**src/rtl/priority_encoder_8to3.sv**
```systemverilog
// Sequential 8-to-3 priority encoder: buffers request lines in a sticky pending set
// and issues each pending request once as a binary index over valid/ready.
module priority_encoder_8to3 #(
  parameter bit HIGH_FIRST = 1'b1
) (
  input  logic       clk,
  input  logic       rst_n,
  input  logic       enable,
  input  logic [7:0] req,
  input  logic       ready,
  output logic [2:0] code,
  output logic       valid,
  output logic [7:0] pending,
  output logic       overflow
);

  typedef enum logic {
    IDLE  = 1'b0,
    OFFER = 1'b1
  } state_t;

  state_t     state_q, state_d;
  logic [2:0] code_q, code_d;
  logic [7:0] pend_q, pend_d;
  logic       ovf_q, ovf_d;

  logic       take;
  logic [7:0] pend_clr;
  logic [7:0] req_in;

  // Index of the highest-priority set bit; the later match in the scan wins.
  function automatic logic [2:0] enc(input logic [7:0] x);
    logic [2:0] r;
    r = 3'd0;
    if (HIGH_FIRST) begin
      for (int i = 0; i < 8; i++) if (x[i]) r = 3'(i);
    end else begin
      for (int i = 7; i >= 0; i--) if (x[i]) r = 3'(i);
    end
    return r;
  endfunction

  assign take     = (state_q == OFFER) & ready;
  assign pend_clr = pend_q & ~(take ? (8'b0000_0001 << code_q) : 8'h00);
  assign req_in   = enable ? req : 8'h00;

  always_comb begin
    // NOTE: every signal gets a default first so no path leaves it unassigned (no latch).
    state_d = state_q;
    code_d  = code_q;
    pend_d  = pend_clr | req_in;
    ovf_d   = |(req_in & pend_clr);
    case (state_q)
      IDLE: begin
        if (|pend_clr) begin
          state_d = OFFER;
          code_d  = enc(pend_clr);
        end
      end
      OFFER: begin
        // A stalled offer is never preempted; only an accept moves it on.
        if (ready) begin
          if (|pend_clr) code_d  = enc(pend_clr);
          else           state_d = IDLE;
        end
      end
      default: state_d = IDLE;
    endcase
  end

  // NOTE: state registers use non-blocking assignments so every flop samples pre-edge values.
  always_ff @(posedge clk or negedge rst_n) begin
    if (!rst_n) begin
      state_q <= IDLE;
      code_q  <= 3'd0;
      pend_q  <= 8'h00;
      ovf_q   <= 1'b0;
    end else begin
      state_q <= state_d;
      code_q  <= code_d;
      pend_q  <= pend_d;
      ovf_q   <= ovf_d;
    end
  end

  assign code     = code_q;
  assign valid    = (state_q == OFFER);
  assign pending  = pend_q;
  assign overflow = ovf_q;

endmodule

```
**config.mk**
```make
export PLATFORM = sky130hd
export DESIGN_NAME = priority_encoder_8to3
export DESIGN_NICKNAME = d
export VERILOG_FILES = /design/src/rtl/priority_encoder_8to3.sv
export SDC_FILE = /design/constraint.sdc
export NUM_CORES = 1
export LEC_CHECK = 0
export CORE_MARGIN = 2
export CORE_UTILIZATION = 46
export CTS_BUF_LIST = sky130_fd_sc_hd__clkbuf_8 sky130_fd_sc_hd__clkbuf_16
export DETAILED_ROUTE_END_ITERATION = 10
export PLACE_DENSITY = 0.82
export SYNTH_ARGS = -nofsm -noshare
export SYNTH_HDL_FRONTEND = slang
export SYNTH_SLANG_ARGS = --single-unit
```
**constraint.sdc**
```tcl
create_clock -name clk -period 3.31 [get_ports clk]
set_input_delay 0.4965 -clock clk [delete_from_list [all_inputs] [get_ports clk]]
set_output_delay 0.4965 -clock clk [all_outputs]
set_load 0.1 [all_outputs]
```
==> results.sh <==
export IMPL_numCtsBuffers=3
export IMPL_hold_buffers=0
export IMPL_drc=0
export IMPL_grt_max_degree=14
export IMPL_die_w_um=43.1
export IMPL_dp_cells=112
export IMPL_synth_area_top_cells="dfrtp_1, nand2_1, o21ai_2"
export IMPL_clock_sinks=13
export IMPL_core_area_um2=1470
export IMPL_slowest_delay_ns=1.16
export IMPL_grt_usage_pct=20.5
export IMPL_cp_data_arrival_time_ns=1.83
export IMPL_wl_per_cell_um=13.5
export IMPL_p_leak_uw=0.000415
export IMPL_viasPerCell=5.44
export IMPL_rows=14
export IMPL_synth_top_area_share_pct=46.2
export IMPL_vias=631
export IMPL_tns_ns=0
export IMPL_clock_latency_ns=0.24
export IMPL_synthArstFlopShare_pct=100
export IMPL_drt_iter0_drc=14
export IMPL_post_route_period_util_pct=70.2
export IMPL_portBuffers=24
export IMPL_critPathLaunchType="flip-flop"
export IMPL_die_area_um2=1860
export IMPL_routabilityCongestion=0.838
export IMPL_yosys_area_top_type="dfrtp_1"
export IMPL_syn_area_um2=704
export IMPL_cp_buffers_inverters=1
export IMPL_root_buffer="clkbuf_8"
export IMPL_synth_main_ff_cell="dfrtp_1"
export IMPL_critical_path_class="flip-flop to output pin"
export IMPL_clock_path_buffers=2
export IMPL_rsz0062_at_grt="no"
export IMPL_slew_viol_final=0
export IMPL_post_cts_repair_setup_buffers=0
export IMPL_yosysMostFrequentCell="nand2_1"
export IMPL_synth_seq_cells=13
export IMPL_yosys_warnings=0
export IMPL_ant_nets=0
export IMPL_first_pass_iters=4
export IMPL_power_density_nw_per_um2=916
export IMPL_grt_pass1_vias=638
export IMPL_num_antenna_cells=0
export IMPL_wl_um=1570
export IMPL_grt_overflow=0
export IMPL_cts_repair_resized=0
export IMPL_finalNonFillerCells=116
export IMPL_maxSlewHeadroom_pct=34.4
export IMPL_synthesis_nets=85
export IMPL_skew_ns=0.000480
export IMPL_synth_cell_types=26
export IMPL_syn_inst=73
export IMPL_final_layout_size_suffix_gt1_share_pct=15.0
export IMPL_io_pins=25
export IMPL_fmax_ghz=0.430
export IMPL_slowest_stage="clkdlybuf4s50_1"
export IMPL_path_cells="clkdlybuf4s50_1"
export IMPL_start_util_pct=47.9
export IMPL_die_h_um=43.1
export IMPL_antenna_found_initial=0
export IMPL_worst_pin_slew_ns=0.981
export IMPL_cts_htree_levels=1
export IMPL_critPathMaxFanout=4
export IMPL_vdd_drop_max_mv=0.437
export IMPL_seq_area_frac_synth_pct=46.2
export IMPL_outcome="finished, final reports clean"
export IMPL_period_needed_ns=2.32
export IMPL_min_path_type="flip-flop to flip-flop"
export IMPL_syn_area_per_cell_um2=9.65
export IMPL_required_ns=2.81
export IMPL_synth_edff_count=0
export IMPL_area_growth_syn_to_layout_pct=42.1
export IMPL_grt_pass1_wl_um=2810
export IMPL_clk_pin_slew_ns=0.05
export IMPL_setup_viol=0
export IMPL_finalHoldViolCount=0
export IMPL_max_cap_violations=0
export IMPL_critPathCaptureType="output pin"
export IMPL_fin_nets=113
export IMPL_crit_family="buffers and inverters"
export IMPL_tritoncts="done"
export IMPL_netlist_top_cells_count="nand2_1, dfrtp_1, inv_1, o21ai_2"
## worst min-delay path: cells and delay by family, from the launching register on
family           cells  cell delay [ns]
AND/OR/NAND/NOR      1             0.06
AO/OA/AOI/OAI        1             0.09
flip-flops           1             0.36
## final timing paths
path	from	slack, ns	end	cells after the start
worst max-delay path	valid	0.99	valid	1
worst min register to register	pending[0]	0.54	pending[0]	2
worst max register to register	code[1]	1.47	code[1]	5
max in group asynchronous	rst_n	2.32	code[0]	1
min in group asynchronous	rst_n	0.62	pending[2]	1
worst min-delay path	pending[0]	0.54	pending[0]	2
## flip-flops by register name, summed over array words and instances (netlist names)
register	flops
pending	8
code	3
overflow	1
valid	1
## placed cells by master (no fill, tap or decap), types with 2 or more instances in the layout
cell type | netlist | layout
buf_4 | 0 | 2
clkbuf_8 | 0 | 3
clkdlybuf4s50_1 | 0 | 22
dfrtp_1 | 13 | 13
inv_1 | 6 | 7
nand2_1 | 20 | 20
nand2b_1 | 3 | 3
o211ai_1 | 2 | 2
o21a_1 | 3 | 3
o21ai_1 | 3 | 3
o21ai_2 | 4 | 4
o22ai_1 | 2 | 2
## metrics by stage
stage / utilization [%] / worst slack [ns] / instance area, µm² / hold slack (ns) / power (µW)
4_1_cts: 68.0 / 0.972 / 1000 / 0.540 / 921
6_report: 68.0 / 0.986 / 1000 / 0.542 / 916
2_1_floorplan: - / 0.957 / 704 / 0.201 / 651
3_5_place_dp: 65.0 / 0.870 / 956 / 0.529 / 785
3_3_place_gp: 65.0 / 0.914 / 956 / 0.514 / 778
5_1_grt: 68.0 / 0.945 / 1000 / 0.572 / 962
## report_power, final
| part | switching [µW] | internal (µW) | total [µW] |
|---|---|---|---|
| sequential | 51.9 | 197 | 249 |
| combinational | 402 | 129 | 532 |
| clock | 53.9 | 81.7 | 136 |
## cell type report
cell class / count / area [µm²]
well taps: 16 / 20.0
multi-input cells: 53 / 353
fillers: 117 / 470
clock buffers: 3 / 41.3
inverters: 6 / 22.5
flip-flops and latches: 13 / 325
repair buffers: 24 / 235
clock inverters: 1 / 3.75
## cell families after synthesis
logic type | synth area share (%)
AOI/OAI and AO/OA | 24.5
DFF | 46.2
and+or+nand+nor | 22.6
muxes | 3.02
buffers and inverters | 3.73
## routing by layer
layer / vias to the layer above / part of all wire, % / track usage [%]
met5: - / 0 / 0
met4: 0 / 0.89 / 11.5
met3: 2 / 3.6 / 4.68
met2: 19 / 52 / 33.4
met1: 299 / 44 / 24.3
li1: 311 / - / -
No activity file was read; power rests on OpenSTA's default activity.
==> patch 1: new RTL, config.mk and constraints unchanged <==
Change the parameter `HIGH_FIRST` from 1'b1 to 1'b0.
--- a/src/rtl/priority_encoder_8to3.sv
+++ b/src/rtl/priority_encoder_8to3.sv
@@ -3,3 +3,3 @@
 module priority_encoder_8to3 #(
-  parameter bit HIGH_FIRST = 1'b1
+  parameter bit HIGH_FIRST = 1'b0
 ) (
Formal check against the unedited RTL: not equivalent (Yosys sat finds a counterexample within 4 cycles, from zero or initial values and one cycle with rst_n low).
==> patch 1 against the unedited design <==
Die area increased by 3.9%. Total power increased by 2.4%. Synthesized area up 4.3%. Cell area grew 2.5%. Sequential cell count is the same. Worst setup slack better by 0.035 ns. Global-route usage increased by 0.99 points. Synthesized cell count increased by 2.7%. Routed wire length up 18%. Critical path depth is the same. Combinational power up 4%. Non-clock buffer count did not move. Utilization is 0.079 points higher. Clock power fell by 3%. Largest power group unchanged.
==> patch 1: results (changes against the unedited design) <==
| Parameter | Reported | Change |
|:---|:---|:---|
| Clock Tree Buf Depth | 2 | unchanged |
| Overall fraction of global-route tracks in use | 21.4% | +0.99 points |
| Fraction of area in non-clock buffers | 22.4% | -1.1 points |
| Clock Skews | 0.00246 ns | +0.00198 ns |
| Die X-Extent | 44.0 um | +1.9% |
| Wire length per cell | 15.7 um | +16% |
| Post-synthesis compound-gate area fraction | 26.1% | +1.6 points |
| Final Instance Count excl. Fillers | 118 | +1.7% |
| Worst-path maximum fanout | 5 | +1 |
| Top area cells in the synthesized netlist | sky130_fd_sc_hd__dfrtp_1, sky130_fd_sc_hd__nand2_1, sky130_fd_sc_hd__a22oi_1, sky130_fd_sc_hd__o21a_1, sky130_fd_sc_hd__mux2_2 |  |
| Leakage Power | 0.407 nW | -2.0% |
| Most numerous cell types in the synthesized netlist | sky130_fd_sc_hd__nand2_1, sky130_fd_sc_hd__dfrtp_1 |  |
| Utilization after layout | 68.1% | +0.079 points |
| Routability congestion estimate | 0.894 | +6.7% |
| Cells after DPL | 114 | +1.8% |
| Clock buffer and inverter area fraction after layout | 4.39% | -0.11 points |
| IR Drop Worst-Case VDD | 0.000406 V | -7.2% |
| Number of non-clock inverters | 4 | -2 |
| Seq area share | 31.7% | -0.79 points |
| Transition time at the pin with the least slew margin | 0.974 ns | -0.00711 ns |
| Area used by multi-input combinational logic | 390 um^2 | +11% |
| Sequential area share after synthesis | 44.3% | -1.9 points |
| Post-detailed-placement half-perimeter wirelength | 1.42 mm |  |
| Pre-CTS worst setup slack | 0.850 ns | -0.0194 ns |
| Vias in the first global route | 665 | +4.2% |
| XOR/XNOR Fraction of Synth Area | 0% | unchanged |
| Violation count after the first detailed-routing iteration | 22 | +8 |
| Post-Place Cell Area | 981 um^2 | +2.6% |
| Distinct cell type count after synthesis | 29 | +12% |
| Crit path arrival time | 1.79 ns | -0.04 ns |
| First-pass GRT wire length | 2.97 mm | +5.7% |
| Share of layout cells above drive strength 1 | 16.7% | +1.7 points |
| Cells after Synth | 75 | +2.7% |
| Number of vias after detailed routing | 714 | +13% |
| Syn nets | 87 | +2.4% |
| Run status | finished clean |  |
| Fill cell instance count of the final layout | 131 | +12% |
| Total number of multi-input combinational cells | 57 | +7.5% |
| Antenna cell count | 0 | unchanged |
| Mux contribution to synthesized area | 3.07% | +0.047 points |
-- patch 1: worst paths after layout --
| check | startpoint | depth (start not counted) | end | slack (ns) |
|---|---|---|---|---|
| hold / removal | pending[0] | 2 | pending[0] | 0.59 |
| setup reg to reg | code[0] | 5 | code[1] | 1.39 |
| setup / recovery | pending[7] | 1 | pending[7] | 1.02 |
| hold reg to reg | pending[0] | 2 | pending[0] | 0.59 |
| max in group asynchronous | rst_n | 1 | pending[7] | 2.30 |
| min in group asynchronous | rst_n | 1 | code[0] | 0.63 |
-- patch 1: where the power goes --
part	internal (W)	leakage [nW]	switching, W
registers	0.000197	0.136	0.0000574
logic	0.000140	0.244	0.000411
clock network	0.0000815	0.0269	0.0000508
-- patch 1: metal layers --
metal	GRT usage (%)	share of wire (%)	vias up	wire length (um)
met1	26.8	42	337	771
met4	9.09	1.7	0	31
met3	5.42	7.2	8	133
li1	-	-	330	-
met2	35.0	49	39	915
met5	0	0	-	0
==> patch 2: new RTL, same flow settings <==
Without the edit above. The output `overflow` loses its register stage (`ovf_q` becomes a continuous assignment).
--- a/src/rtl/priority_encoder_8to3.sv
+++ b/src/rtl/priority_encoder_8to3.sv
@@ -76,3 +76,2 @@
       pend_q  <= 8'h00;
-      ovf_q   <= 1'b0;
     end else begin
@@ -81,5 +80,6 @@
       pend_q  <= pend_d;
-      ovf_q   <= ovf_d;
     end
   end
+
+  assign ovf_q = ovf_d;
 
Check against the original RTL: not equivalent (Yosys sat finds a counterexample within 4 cycles, from zero or initial values and one cycle with rst_n low).
==> patch 2 against the unedited design <==
Clock power down 5%. Total power down 1.3%. Utilization up 5.3 points. Synthesized cell count down 1.4%. Clock skew about the same. Synthesized area down 3.6%. Critical path depth up 6. First-iteration DRC count down 43%. Worst setup slack worse by 0.58 ns. Routed wire length up 5.0%. Die area down 3.2%. Cell area down 2.3%. Sequential cell count down 1. Count of clock-buffer cells in the layout unchanged. Largest cell class unchanged. Highest routed layer unchanged.
==> patch 2: results (changes against the unedited design) <==
| Parameter | Reported | Change |
|:---|:---|:---|
| Top flip-flop cell by instance count after synthesis | sky130_fd_sc_hd__dfrtp_1 |  |
| CTS root buf | sky130_fd_sc_hd__clkbuf_8 |  |
| Largest net degree at the start of global routing | 13 | -1 |
| Routability congestion estimate | 0.851 | +1.6% |
| Cell-internal power | 0.000396 W | -3.1% |
| Run status | finished clean |  |
| Share of layout cells above drive strength 1 | 17.3% | +2.3 points |
| CTS-repair resized insts | 0 | unchanged |
| Number of cells on the worst reg-to-reg path | 5 | unchanged |
| Most numerous cell types in the synthesized netlist | sky130_fd_sc_hd__nand2_1, sky130_fd_sc_hd__dfrtp_1, sky130_fd_sc_hd__inv_1, sky130_fd_sc_hd__o21ai_2 |  |
| Leakage Power | 0.403 nW | -2.9% |
| Clock Skews | 0.000733 ns | +0.000252 ns |
| Syn nets | 84 | -1.2% |
| CTS buffer count | 3 | unchanged |
| H-tree depth reported by CTS | 1 | unchanged |
| Number of cells traversed by the worst hold path | 2 | unchanged |
| Overall fraction of global-route tracks in use | 21.2% | +0.70 points |
| Antenna cell count | 0 | unchanged |
| Clock transition at the registers of the reported paths | 0.05 ns | about the same |
| Number of vias after detailed routing | 625 | -0.95% |
| Sequential area share after synthesis | 44.2% | -2.0 points |
| Post-detailed-placement half-perimeter wirelength | 1.26 mm |  |
| Clock latency on the worst-skew pair | 0.24 ns | about the same |
| Top area cells in the synthesized netlist | sky130_fd_sc_hd__dfrtp_1, sky130_fd_sc_hd__nand2_1, sky130_fd_sc_hd__o21ai_2, sky130_fd_sc_hd__inv_1, sky130_fd_sc_hd__o21a_1 |  |
| First-pass GRT wire length | 2.84 mm | +1.2% |
| Distinct cell type count after synthesis | 26 | unchanged |
| Async SR Flop Fraction | 100% | unchanged |
| Number of antenna violations at the first check in global routing | 0 | unchanged |
| Wire length per cell | 14.6 um | +7.8% |
| Violation count after the first detailed-routing iteration | 8 | -6 |
| Post-CTS Setup Inserts | 0 | unchanged |
| Synth warn | 0 | unchanged |
| Hold Path Class | flip-flop to flip-flop |  |
| # nets final | 112 | -0.88% |
| Crit path arrival time | 2.41 ns | +0.58 ns |
| Worst-path maximum fanout | 5 | +1 |
| IR Drop Worst-Case VDD | 0.000645 V | +48% |
| Clock Tree Buf Depth | 2 | unchanged |
| Transition time at the pin with the least slew margin | 0.999 ns | +0.0172 ns |
| Number of detailed-route iterations in the first pass | 4 | unchanged |
| Buffers on Ports | 24 | unchanged |
| Flip-flop count of the largest register, all copies and words added | 8 | unchanged |
## patch 2: cells by family after synthesis
logic type      after synthesis  share of synthesized area, %
compound gates               21                          25.4
simple gates                 30                          23.4
buf+inv                       7                          3.87
mux                           2                          3.13
flops                        12                          44.2
## patch 2: per-layer routing
layer  wire length (um)  up-vias  global-route usage [%]
met4                 42        0                    10.0
li1                   -      313                       -
met5                  0        -                       0
met1                756      280                    26.8
met3                108        5                    6.90
met2                740       27                    32.3
## patch 2: cell type report
type                            count  area (um^2)
Sequential cell                    12          300
Fill cell                         101          355
Multi-Input combinational cell     53          353
Timing Repair Buffer               24          243
Clock buffer                        3         41.3
Inverter                            6         22.5
Tap cell                           15         18.8
## patch 2: path summary, 6_finish.rpt
path	endpoint	slack (ns)	startpoint
min reg2reg	pending[1]	0.54	pending[1]
min	pending[1]	0.54	pending[1]
min in group asynchronous	pending[7]	0.63	rst_n
max	overflow	0.41	ready
max in group asynchronous	pending[6]	2.31	rst_n
max reg2reg	code[1]	1.48	code[2]
## patch 2: through the flow
stage	area [um^2]	std cells	setup slack (ns)	total power [W]	hold slack, ns
after global routing	978	113	0.352	0.000946	0.577
final	978	113	0.408	0.000904	0.541
after floorplan	679	72	0.310	0.000638	0.201
after global placement	937	110	0.467	0.000767	0.525
after CTS	978	113	0.404	0.000909	0.547
after detailed placement	937	110	0.410	0.000773	0.533
## patch 2: power by group through the flow
| stage | sequential, W | combinational (W) | clock, W |
|---|---|---|---|
| floorplan | 0.000501 | 0.000137 | 0 |
| detailed placement | 0.000234 | 0.000538 | 0 |
| CTS | 0.000232 | 0.000542 | 0.000135 |
| global route | 0.000240 | 0.000562 | 0.000143 |
| finish | 0.000232 | 0.000543 | 0.000129 |
| global placement | 0.000235 | 0.000532 | 0 |
## patch 2: critical path, stage by stage
cell	delay, ns
sky130_fd_sc_hd__clkdlybuf4s50_1	0.56
sky130_fd_sc_hd__nand3_2	0.19
sky130_fd_sc_hd__o31ai_4	0.31
sky130_fd_sc_hd__o22ai_1	0.12
sky130_fd_sc_hd__a221o_1	0.27
sky130_fd_sc_hd__o31a_1	0.27
sky130_fd_sc_hd__buf_12	0.18
